<file path="src/rtl/fnd_scan_controller_if.sv">
// fnd_scan_controller_if: time counters in, FND digit enables and segments out
interface fnd_scan_controller_if;
  logic       sw_mode;
  logic [6:0] msec;
  logic [5:0] sec;
  logic [5:0] min;
  logic [4:0] hour;
  logic [3:0] fnd_comm;
  logic [7:0] fnd_font;
  modport master (output sw_mode, msec, sec, min, hour, input fnd_comm, fnd_font);
  modport slave  (input sw_mode, msec, sec, min, hour, output fnd_comm, fnd_font);
endinterface

</file>
<file path="src/rtl/fnd_scan_controller.sv">
// fnd_scan_controller: 4-digit common-anode FND scanner fed from a per-frame snapshot
module fnd_scan_controller #(
  parameter int CLK_HZ  = 100_000_000,
  parameter int SCAN_HZ = 1_000
) (
  input logic                  clk,
  input logic                  rst,
  fnd_scan_controller_if.slave bus
);
  localparam int N  = CLK_HZ / SCAN_HZ;
  localparam int CW = $clog2(N);
  logic [CW-1:0] r_cnt;
  logic [1:0]    r_sel;
  logic          r_mode_s;
  logic [6:0]    r_msec_s;
  logic [5:0]    r_sec_s;
  logic [5:0]    r_min_s;
  logic [4:0]    r_hour_s;
  logic [3:0]    r_comm;
  logic [7:0]    r_font;
  logic          w_tick;
  logic [6:0]    w_lo;
  logic [6:0]    w_hi;
  logic [6:0]    w_v;
  logic [3:0]    w_digit;
  logic [6:0]    w_seg;
  logic          w_dp;
  assign w_tick       = r_cnt == CW'(N - 1);
  assign bus.fnd_comm = r_comm;
  assign bus.fnd_font = r_font;
  // Pick the low/high pair by snapshot mode, then the decimal digit selected by r_sel
  always_comb begin
    w_lo    = r_mode_s ? r_msec_s : 7'(r_min_s);
    w_hi    = r_mode_s ? 7'(r_sec_s) : 7'(r_hour_s);
    w_v     = r_sel[1] ? w_hi : w_lo;
    w_digit = r_sel[0] ? 4'((w_v / 7'd10) % 7'd10) : 4'(w_v % 7'd10);
    w_dp    = !(r_sel == 2'd2 && r_msec_s < 7'd50);
  end
  // Active-low {g,f,e,d,c,b,a} pattern for the selected digit
  always_comb begin
    w_seg = 7'h7F;
    case (w_digit)
      4'd0:    w_seg = 7'h40;
      4'd1:    w_seg = 7'h79;
      4'd2:    w_seg = 7'h24;
      4'd3:    w_seg = 7'h30;
      4'd4:    w_seg = 7'h19;
      4'd5:    w_seg = 7'h12;
      4'd6:    w_seg = 7'h02;
      4'd7:    w_seg = 7'h78;
      4'd8:    w_seg = 7'h00;
      4'd9:    w_seg = 7'h10;
      default: w_seg = 7'h7F;
    endcase
  end
  // Scan divider, digit select, registered outputs and end-of-frame snapshot load
  always_ff @(posedge clk or negedge rst) begin
    if (!rst) begin
      r_cnt    <= '0;
      r_sel    <= '0;
      r_mode_s <= 1'b0;
      r_msec_s <= '0;
      r_sec_s  <= '0;
      r_min_s  <= '0;
      r_hour_s <= '0;
      r_comm   <= 4'b1111;
      r_font   <= 8'hFF;
    end else begin
      r_cnt <= w_tick ? '0 : r_cnt + 1'b1;
      if (w_tick) begin
        r_sel  <= r_sel + 2'd1;
        r_comm <= ~(4'b0001 << r_sel);
        r_font <= {w_dp, w_seg};
        if (r_sel == 2'd3) begin
          r_mode_s <= bus.sw_mode;
          r_msec_s <= bus.msec;
          r_sec_s  <= bus.sec;
          r_min_s  <= bus.min;
          r_hour_s <= bus.hour;
        end
      end
    end
  end
endmodule

</file>
<file path="src/flat_wrapper.sv">
// flat-port wrapper written by rule: the top's interface ports become plain ports
module fnd_scan_controller_flat 
#(
  parameter int CLK_HZ  = 100_000_000,
  parameter int SCAN_HZ = 1_000
)
  (clk, rst, bus_sw_mode, bus_msec, bus_sec, bus_min, bus_hour, bus_fnd_comm, bus_fnd_font);
  fnd_scan_controller_if bus_i ();
  input logic clk;
  input logic rst;
  input wire logic [$bits(bus_i.sw_mode)-1:0] bus_sw_mode;
  input wire logic [$bits(bus_i.msec)-1:0] bus_msec;
  input wire logic [$bits(bus_i.sec)-1:0] bus_sec;
  input wire logic [$bits(bus_i.min)-1:0] bus_min;
  input wire logic [$bits(bus_i.hour)-1:0] bus_hour;
  output wire logic [$bits(bus_i.fnd_comm)-1:0] bus_fnd_comm;
  output wire logic [$bits(bus_i.fnd_font)-1:0] bus_fnd_font;
  assign bus_i.sw_mode = bus_sw_mode;
  assign bus_i.msec = bus_msec;
  assign bus_i.sec = bus_sec;
  assign bus_i.min = bus_min;
  assign bus_i.hour = bus_hour;
  assign bus_fnd_comm = bus_i.fnd_comm;
  assign bus_fnd_font = bus_i.fnd_font;
  fnd_scan_controller #(.CLK_HZ(CLK_HZ), .SCAN_HZ(SCAN_HZ)) u_core (.clk(clk), .rst(rst), .bus(bus_i));
endmodule
</file>
<file path="config.mk">
export PLATFORM = sky130hd
export DESIGN_NAME = fnd_scan_controller_flat
export DESIGN_NICKNAME = d
export VERILOG_FILES = /design/src/rtl/fnd_scan_controller_if.sv /design/src/rtl/fnd_scan_controller.sv /design/src/flat_wrapper.sv
export SDC_FILE = /design/constraint.sdc
export NUM_CORES = 1
export LEC_CHECK = 0
export BUFFER_PORTS_ARGS = -buffer_cell sky130_fd_sc_hd__buf_2
export CAP_MARGIN = 20
export CORE_MARGIN = 2
export CORE_UTILIZATION = 39
export CTS_CLUSTER_SIZE = 12
export DETAILED_ROUTE_END_ITERATION = 16
export PLACE_DENSITY = 0.55
export SETUP_SLACK_MARGIN = 0.3
export SYNTH_ARGS = -nofsm -noshare
export SYNTH_HDL_FRONTEND = slang
export SYNTH_SLANG_ARGS = --single-unit
export TNS_END_PERCENT = 100
</file>
<file path="constraint.sdc">
create_clock -name clk -period 5.6 [get_ports clk]
set_input_delay 0.84 -clock clk [delete_from_list [all_inputs] [get_ports clk]]
set_output_delay 0.84 -clock clk [all_outputs]
set_load 0.1 [all_outputs]
</file>
==> results of run 1 <==
-- stage by stage --
stage / area, um^2 / setup slack [ns] / power (mW) / hold slack, ns / util, %
6_report: 3954 / 0.6001 / 0.6981 / 0.4791 / 45.12
5_1_grt: 3954 / 0.3058 / 0.7230 / 0.5066 / 45.12
4_1_cts: 3906 / 0.3791 / 0.7084 / 0.4825 / 44.57
3_5_place_dp: 3795 / 0.3865 / 0.4298 / 0.4608 / 43.30
3_3_place_gp: 3795 / 0.5707 / 0.4296 / 0.4565 / 43.30
2_1_floorplan: 3537 / 0.7236 / 0.4124 / 0.4462 / -
-- area by class of cell --
cell class                      count  area [um^2]
Sequential cell                    56         1419
Fill cell                         841         4810
Clock buffer                        6        72.57
Timing Repair Buffer               43        247.7
Clock inverter                      2        38.79
Tap cell                          108        135.1
Multi-Input combinational cell    247         1996
Inverter                           12        45.04
-- per-layer routing --
| layer | global-route usage (%) | up-vias | part of all wire (%) |
|---|---|---|---|
| li1 | - | 1271 | - |
| met1 | 22.89 | 1313 | 50 |
| met2 | 25.36 | 32 | 47 |
| met3 | 2.319 | 5 | 2.2 |
| met4 | 3.161 | 0 | 0.74 |
| met5 | 0 | - | 0 |
-- state kept, by name (all words and copies together) (netlist names) --
register,flops
u_core.bus.fnd_comm,4
u_core.r_cnt,17
u_core.r_msec_s,7
u_core.r_sec_s,6
u_core.r_sel,2
u_core.r_min_s,6
u_core.r_mode_s,1
u_core.r_hour_s,5
u_core.bus.fnd_font,8
-- power groups by stage --
| stage | sequential, mW | clock (mW) | combinational (mW) |
|---|---|---|---|
| 6_report | 0.405 | 0.277 | 0.0169 |
| 5_1_grt | 0.405 | 0.298 | 0.0200 |
| 4_1_cts | 0.405 | 0.286 | 0.0178 |
| 3_5_place_dp | 0.412 | 0 | 0.0177 |
| 3_3_place_gp | 0.412 | 0 | 0.0175 |
| 2_1_floorplan | 0.412 | 0 | 0.000152 |
-- synthesized netlist by cell type, types with 4 or more instances --
master and n:
nand2b_1 5, nor2_1 26, mux2i_1 4, dfrtp_1 44, buf_6 5, a21oi_1 10
nor3_1 7, and2_1 5, mux2_2 26, xnor2_1 10, nand3_1 12, dfstp_2 12
xor2_1 6, o21ai_1 4, nand2_1 26, inv_1 11, ha_1 13, mux4_2 4
clkbuf_1 4, o21ai_0 10
-- worst paths after layout --
path                                                      end  slack, ns                                from
hold reg to reg            u_core.bus.fnd_font[1]$_DFFE_PN1N_       0.48  u_core.bus.fnd_font[1]$_DFFE_PN1N_
max in group asynchronous         u_core.r_sel[1]$_DFFE_PN0N_       4.43                                 rst
setup / recovery           u_core.bus.fnd_font[5]$_DFFE_PN1N_       0.60         u_core.r_mode_s$_DFFE_PN0P_
hold / removal             u_core.bus.fnd_font[1]$_DFFE_PN1N_       0.48  u_core.bus.fnd_font[1]$_DFFE_PN1N_
min in group asynchronous      u_core.r_hour_s[2]$_DFFE_PN0P_       0.65                                 rst
setup reg to reg           u_core.bus.fnd_font[5]$_DFFE_PN1N_       0.60         u_core.r_mode_s$_DFFE_PN0P_
-- what timing repair did --
action | 4_1_cts | 5_1_grt
setup endpoints to repair | 0 | 7
gates resized for setup | 0 | 6
endpoints found under the hold margin | 0 | 0
-- layout by cell type, fill, tap and decap left out, types with 3 or more instances in the layout --
cell type / instances
o21a_1: 3
clkbuf_8: 5
nand3_1: 12
nor2_1: 26
nor4_1: 3
buf_4: 4
and2_1: 5
dfrtp_1: 42
nor3b_1: 3
mux2i_1: 4
nor3_1: 7
nand2_1: 26
inv_1: 11
xor2_1: 6
nand2b_1: 5
xnor2_1: 10
nand4_1: 3
a21o_1: 3
o31ai_1: 3
buf_2: 38
dfstp_2: 12
mux4_2: 4
ha_1: 12
o21ai_1: 5
mux2_2: 26
o21ai_0: 9
a21oi_1: 10
-- critical path: cells and delay by family (launching register included) --
family                   cells  cell delay, ns
AO/OA/AOI/OAI                8            1.72
XOR/XNOR                     1            0.28
adder cells (fa/ha/maj)      3            0.70
buffers and inverters        2            0.28
flip-flops                   1            0.54
multiplexers                 1            0.28
AND/OR/NAND/NOR              3            1.13
-- logic make-up (layout without fill, tap and decap cells) --
group	Yosys count	in the layout	share of synthesized area, %
flip-flops	56	56	40.04
AND/OR/NAND/NOR	110	110	16.52
adder cells (fa/ha/maj)	13	13	4.599
multiplexers	37	37	13.76
AO/OA/AOI/OAI	70	70	16.63
XOR/XNOR	17	17	4.422
buffers and inverters	25	63	4.032
==> flow_summary_export.csv, run 1 <==
group,metric,value,unit
cts,cts_buffer_depth,2,
floorplanning,fp-row-count,34,
global_route,grt_pass1_wl,12830,um
synth,yosys_register_bits,56,
pwr,pwr-share-seq,58.0,%
floorplanning,dieArea,9848,um^2
sta,setup_violations,0,
synth,synth_ff_type,"dfrtp_1",
synth,avgSynthCellArea,10.78,um^2
sta,max_slew.worst_pin.slew,0.7281,ns
synth,ys_types,80,
synth,async_reset_ff_share,100.0,%
global_route,grt_use_total,15.78,%
pwr,switching_share,21.65,%
floorplanning,core_area,8763,um^2
placed_design,place_inst,465,
finish,syn_to_final_growth,11.78,%
route,drtAntennaViolNets,0,
route,wl_per_cell,15.75,um
pwr,irDropWorstVdd,0.1140,mV
synth,synthesis.nets,368,
worst_setup_path,slowest_stage,"dfrtp_2",
floorplanning,start_util,40.36,%
sta,hold_viol,0,
worst_hold_path,holdCritPathClass,"flip-flop to flip-flop",
sta,worst_clock_skew,0.006834,ns
route,vias_per_cell,5.530,
worst_hold_path,min_path_cells,2,
route,via_count,2621,
worst_setup_path,path_cells,"or3b_1 > a21boi_2 > o22a_1 > a21oi_1 > inv_1 > ha_1 > a211o_2 > and3_1 > a22o_4 > xnor2_2 > ha_4 > a211oi_4 > or3_2 > o21ai_1 > inv_1 > ha_1 > mux2_1 > a21oi_1",
pwr,switching_power,0.1511,mW
cts,htreeDepth,2,
worst_setup_path,rr_worst_depth,18,
synth,ys_seq_area_share,40.04,%
finish,nets,405,
worst_setup_path,critPathMaxStageDelay,0.54,ns
floorplanning,fp.dieH,99.24,um
pwr,combinationalPowerShare,2.4,%
floorplanning,num_io_pins,39,
sta,clock.fmax,200.0,MHz
worst_setup_path,critical_path_class,"flip-flop to flip-flop",
sta,finalCriticalPeriod,5.000,ns
worst_setup_path,arrival,5.25,ns
worst_setup_path,end_kind,"flip-flop",
pwr,p_clk_share,39.6,%
route,drt-initial-drc-count,103,
route,drtPass1Iterations,4,
global_route,grt_pass1_vias,2575,
global_route,antenna_found_initial,0,
synth,syn_area,3537,um^2
sta,maxSlewHeadroom,51.46,%
finish,n_antenna_cell,0,
cts,cts-root-buf,"clkbuf_8",
worst_setup_path,crit_fanout,15,
worst_setup_path,worstSetupStartpointType,"flip-flop",
cts,clock_latency,0.31,ns
finish,finalNonFillerCells,474,
cts,tritoncts,"done",
floorplanning,die_w,99.24,um
job,drv_cap,0,
placed_design,hpwl,5382,um
cts,cts_hold_buf,0,
cts,cts_buffers,5,
sta,tns,0,ns
worst_setup_path,worst_ep_required_time,5.85,ns
synth,synthCells,328,
run_status,status,"finished, final reports clean",
synth,ys_warn_count,0,
finish,drive_gt1_share,33.61,%
synth,synth_area_leader_cell,"dfrtp_1",
synth,synth-edff-count,0,
placed_design,gp_congestion,0.8812,
cts,clock-sinks,56,
placed_design,io_buffer_count,38,
route,route.detailed.drc,0,
pwr,power_density,176.6,nW/um^2
synth,synthDominantCellAreaShare,31.13,%
sta,drv_slew,0,
pwr,p_int,0.5470,mW
sta,min_period_over_period,89.28,%
cts,path_clk_slew,0.11,ns
sta,rsz0062_at_grt,"false",
synth,ys_top_cells_by_area,"dfrtp_1 (31%), dfstp_2 (8.9%), mux2_2 (8.3%)",
global_route,grt_max_degree,57,
cts,post_cts_buffers,0,
pwr,power.leakage,1.734,nW
route,wl,7464,um
global_route,grt_overflow_total,0,
Note: power is estimated with default switching activity, not from simulation.
==> run 2: changes to the inputs <==
--- a/config.mk
+++ b/config.mk
@@ -9,8 +9,11 @@
 export CAP_MARGIN = 20
 export CORE_MARGIN = 2
 export CORE_UTILIZATION = 39
+export CTS_CLUSTER_DIAMETER = 120
 export CTS_CLUSTER_SIZE = 12
 export DETAILED_ROUTE_END_ITERATION = 16
+export GPL_TIMING_DRIVEN = 0
+export HOLD_SLACK_MARGIN = 0.15
 export PLACE_DENSITY = 0.55
 export SETUP_SLACK_MARGIN = 0.3
 export SYNTH_ARGS = -nofsm -noshare
==> flow_summary_export.csv, run 2 (same netlist as run 1, synthesis figures left out) <==
group,metric,value,unit
finish,seqCellArea,1416,um^2
route,wl,7574,um
finish,n_antenna_cell,0,
run_status,status,"finished, final reports clean",
global_route,met2_usage,25.42,%
route,drtAntennaViolNets,0,
pwr,irDropWorstVdd,0.1321,mV
worst_setup_path,ff2ff_setup_slack,0.60,ns
placed_design,place_inst,475,
cts,clock-sinks,56,
route,drt-initial-drc-count,101,
finish,syn_to_final_growth,13.80,%
finish,nets,414,
floorplanning,fp.dieH,99.24,um
worst_setup_path,crit_fanout,9,
global_route,busiest_layer,"met2",
finish,final_common_cell,"dfrtp_1",
global_route,grt_use_met3,2.460,%
pwr,power.leakage,1.761,nW
worst_setup_path,critical_path_class,"flip-flop to flip-flop",
route,vias_per_cell,5.460,
global_route,grt_overflow_total,0,
cts,cts_buffer_depth,2,
floorplanning,start_util,40.36,%
global_route,grt_max_degree,41,
finish,top_register,"u_core.r_cnt",
finish,fin_util,45.93,%
finish,finalNonFillerCells,483,
floorplanning,die_w,99.24,um
finish,final_area,4025,um^2
floorplanning,dieArea,9848,um^2
route,drtPass1Iterations,4,
placed_design,dpl_cell_area,3882,um^2
cts,cts_hold_buf,0,
global_route,grt_pass1_vias,2656,
worst_setup_path,rr_worst_depth,19,
sta,min_period_over_period,89.21,%
cts,cts_buffers,5,
pwr,power,0.6707,mW
sta,max_slew.worst_pin.slew,0.5736,ns
finish,nFillCells,856,
route,route.detailed.drc,0,
worst_setup_path,reg2reg_to,"u_core.bus.fnd_font[5]$_DFFE_PN1N_",
global_route,grt_use_total,16.15,%
placed_design,hpwl,5734,um
worst_setup_path,end_kind,"flip-flop",
sta,drv_slew,0,
cts,htreeDepth,2,
cts,path_clk_slew,0.10,ns
placed_design,dpl_worst_slack,0.1216,ns
floorplanning,core_area,8763,um^2
placed_design,io_buffer_count,38,
finish,multiInputGateArea,2019,um^2
route,wl_per_cell,15.68,um
finish,largest_reg_flops,17,
sta,setup_ws,0.6041,ns
cts,cts-root-buf,"clkbuf_8",
finish,drive_gt1_share,33.60,%
global_route,antenna_found_initial,0,
sta,maxSlewHeadroom,61.76,%
sta,worst_clock_skew,0.01096,ns
sta,rsz0062_at_grt,"false",
cts,tritoncts,"done",
worst_setup_path,worstSetupStartpointType,"flip-flop",
worst_hold_path,holdCritPathClass,"primary input to async pin",
worst_setup_path,rr_startpoint,"u_core.r_sel[1]$_DFFE_PN0N_",
worst_setup_path,arrival,5.24,ns
finish,mostFrequentLayoutCells,"dfrtp_1 (44), buf_2 (39), nand2_1 (26), mux2_2 (26), nor2_1 (25)",
job,drv_cap,0,
floorplanning,num_io_pins,39,
sta,holdWs,0.4584,ns
global_route,grt.met1_usage,23.56,%
pwr,power_density,166.6,nW/um^2
worst_setup_path,worst_ep_required_time,5.84,ns
route,via_count,2637,
global_route,grt_pass1_wl,13010,um
sta,hold_viol,0,
sta,clock.fmax,200.2,MHz
cts,post_cts_buffers,0,
cts,clock_latency,0.31,ns
sta,setup_violations,0,
sta,finalCriticalPeriod,4.996,ns
sta,tns,0,ns
floorplanning,fp-row-count,34,
placed_design,gp_congestion,0.8446,
==> run 2: cell count changes in the layout (fill, tap and decap cells not counted), sizes merged <==
cell,delta
buf,+4
bufinv,-1
clkbuf,+7
inv,-1
==> run 2: critical path: stages (launching register included) <==
cell and delay (ns):
dfrtp_1 0.42, buf_6 0.16, or3b_1 0.41, o21ai_1 0.27
a21o_1 0.17, a21oi_1 0.11, nor2_4 0.26, ha_1 0.22
nand2b_1 0.06, or4_4 0.56, a22o_4 0.33, xnor2_4 0.23
ha_4 0.22, a211oi_4 0.07, or3_2 0.48, o21ai_1 0.23
inv_1 0.12, ha_1 0.21, mux2_1 0.29, a21oi_1 0.13
==> run 2: how the worst max path moves through the flow <==
stage,start,slack [ns],cells after the start,end
detailed placement,u_core.r_sel[1]$_DFFE_PN0N_,0.12,19,u_core.bus.fnd_font[5]$_DFFE_PN1N_
global placement,u_core.r_sel[1]$_DFFE_PN0N_,0.12,19,u_core.bus.fnd_font[5]$_DFFE_PN1N_
global route,u_core.r_sel[1]$_DFFE_PN0N_,0.31,21,u_core.bus.fnd_font[5]$_DFFE_PN1N_
finish,u_core.r_sel[1]$_DFFE_PN0N_,0.60,19,u_core.bus.fnd_font[5]$_DFFE_PN1N_
floorplan,u_core.r_sel[1]$_DFFE_PN0N_,0.72,19,u_core.bus.fnd_font[5]$_DFFE_PN1N_
CTS,u_core.r_sel[1]$_DFFE_PN0N_,0.38,19,u_core.bus.fnd_font[5]$_DFFE_PN1N_
==> run 2: where the power goes <==
part	switching, mW	total [mW]	internal, mW
Combinational	0.0104	0.0182	0.00778
Clock	0.132	0.248	0.116
Sequential	0	0.405	0.405
Total	0.142	0.671	0.529
==> run 2: final cells by class <==
type,instances,share of cell area (%)
multi-input combinational,247,50.17
timing repair buffer,39,5.222
buffer,13,2.425
tap,108,3.357
inverter,12,1.119
clock buffer,8,2.518
sequential,56,35.19
==> run 2: what timing repair did <==
| action | CTS | global route |
|---|---|---|
| cloned | 0 | 0 |
| setup endpoints to repair | 6 | 7 |
| pin swaps | 0 | 0 |
| gates resized for setup | 2 | 7 |
==> run 2: routing by layer <==
| metal | vias to the layer above | share of wire [%] |
|---|---|---|
| li1 | 1295 | - |
| met1 | 1298 | 50 |
| met2 | 38 | 46 |
| met3 | 6 | 3.4 |
| met4 | 0 | 0.95 |
| met5 | - | 0 |
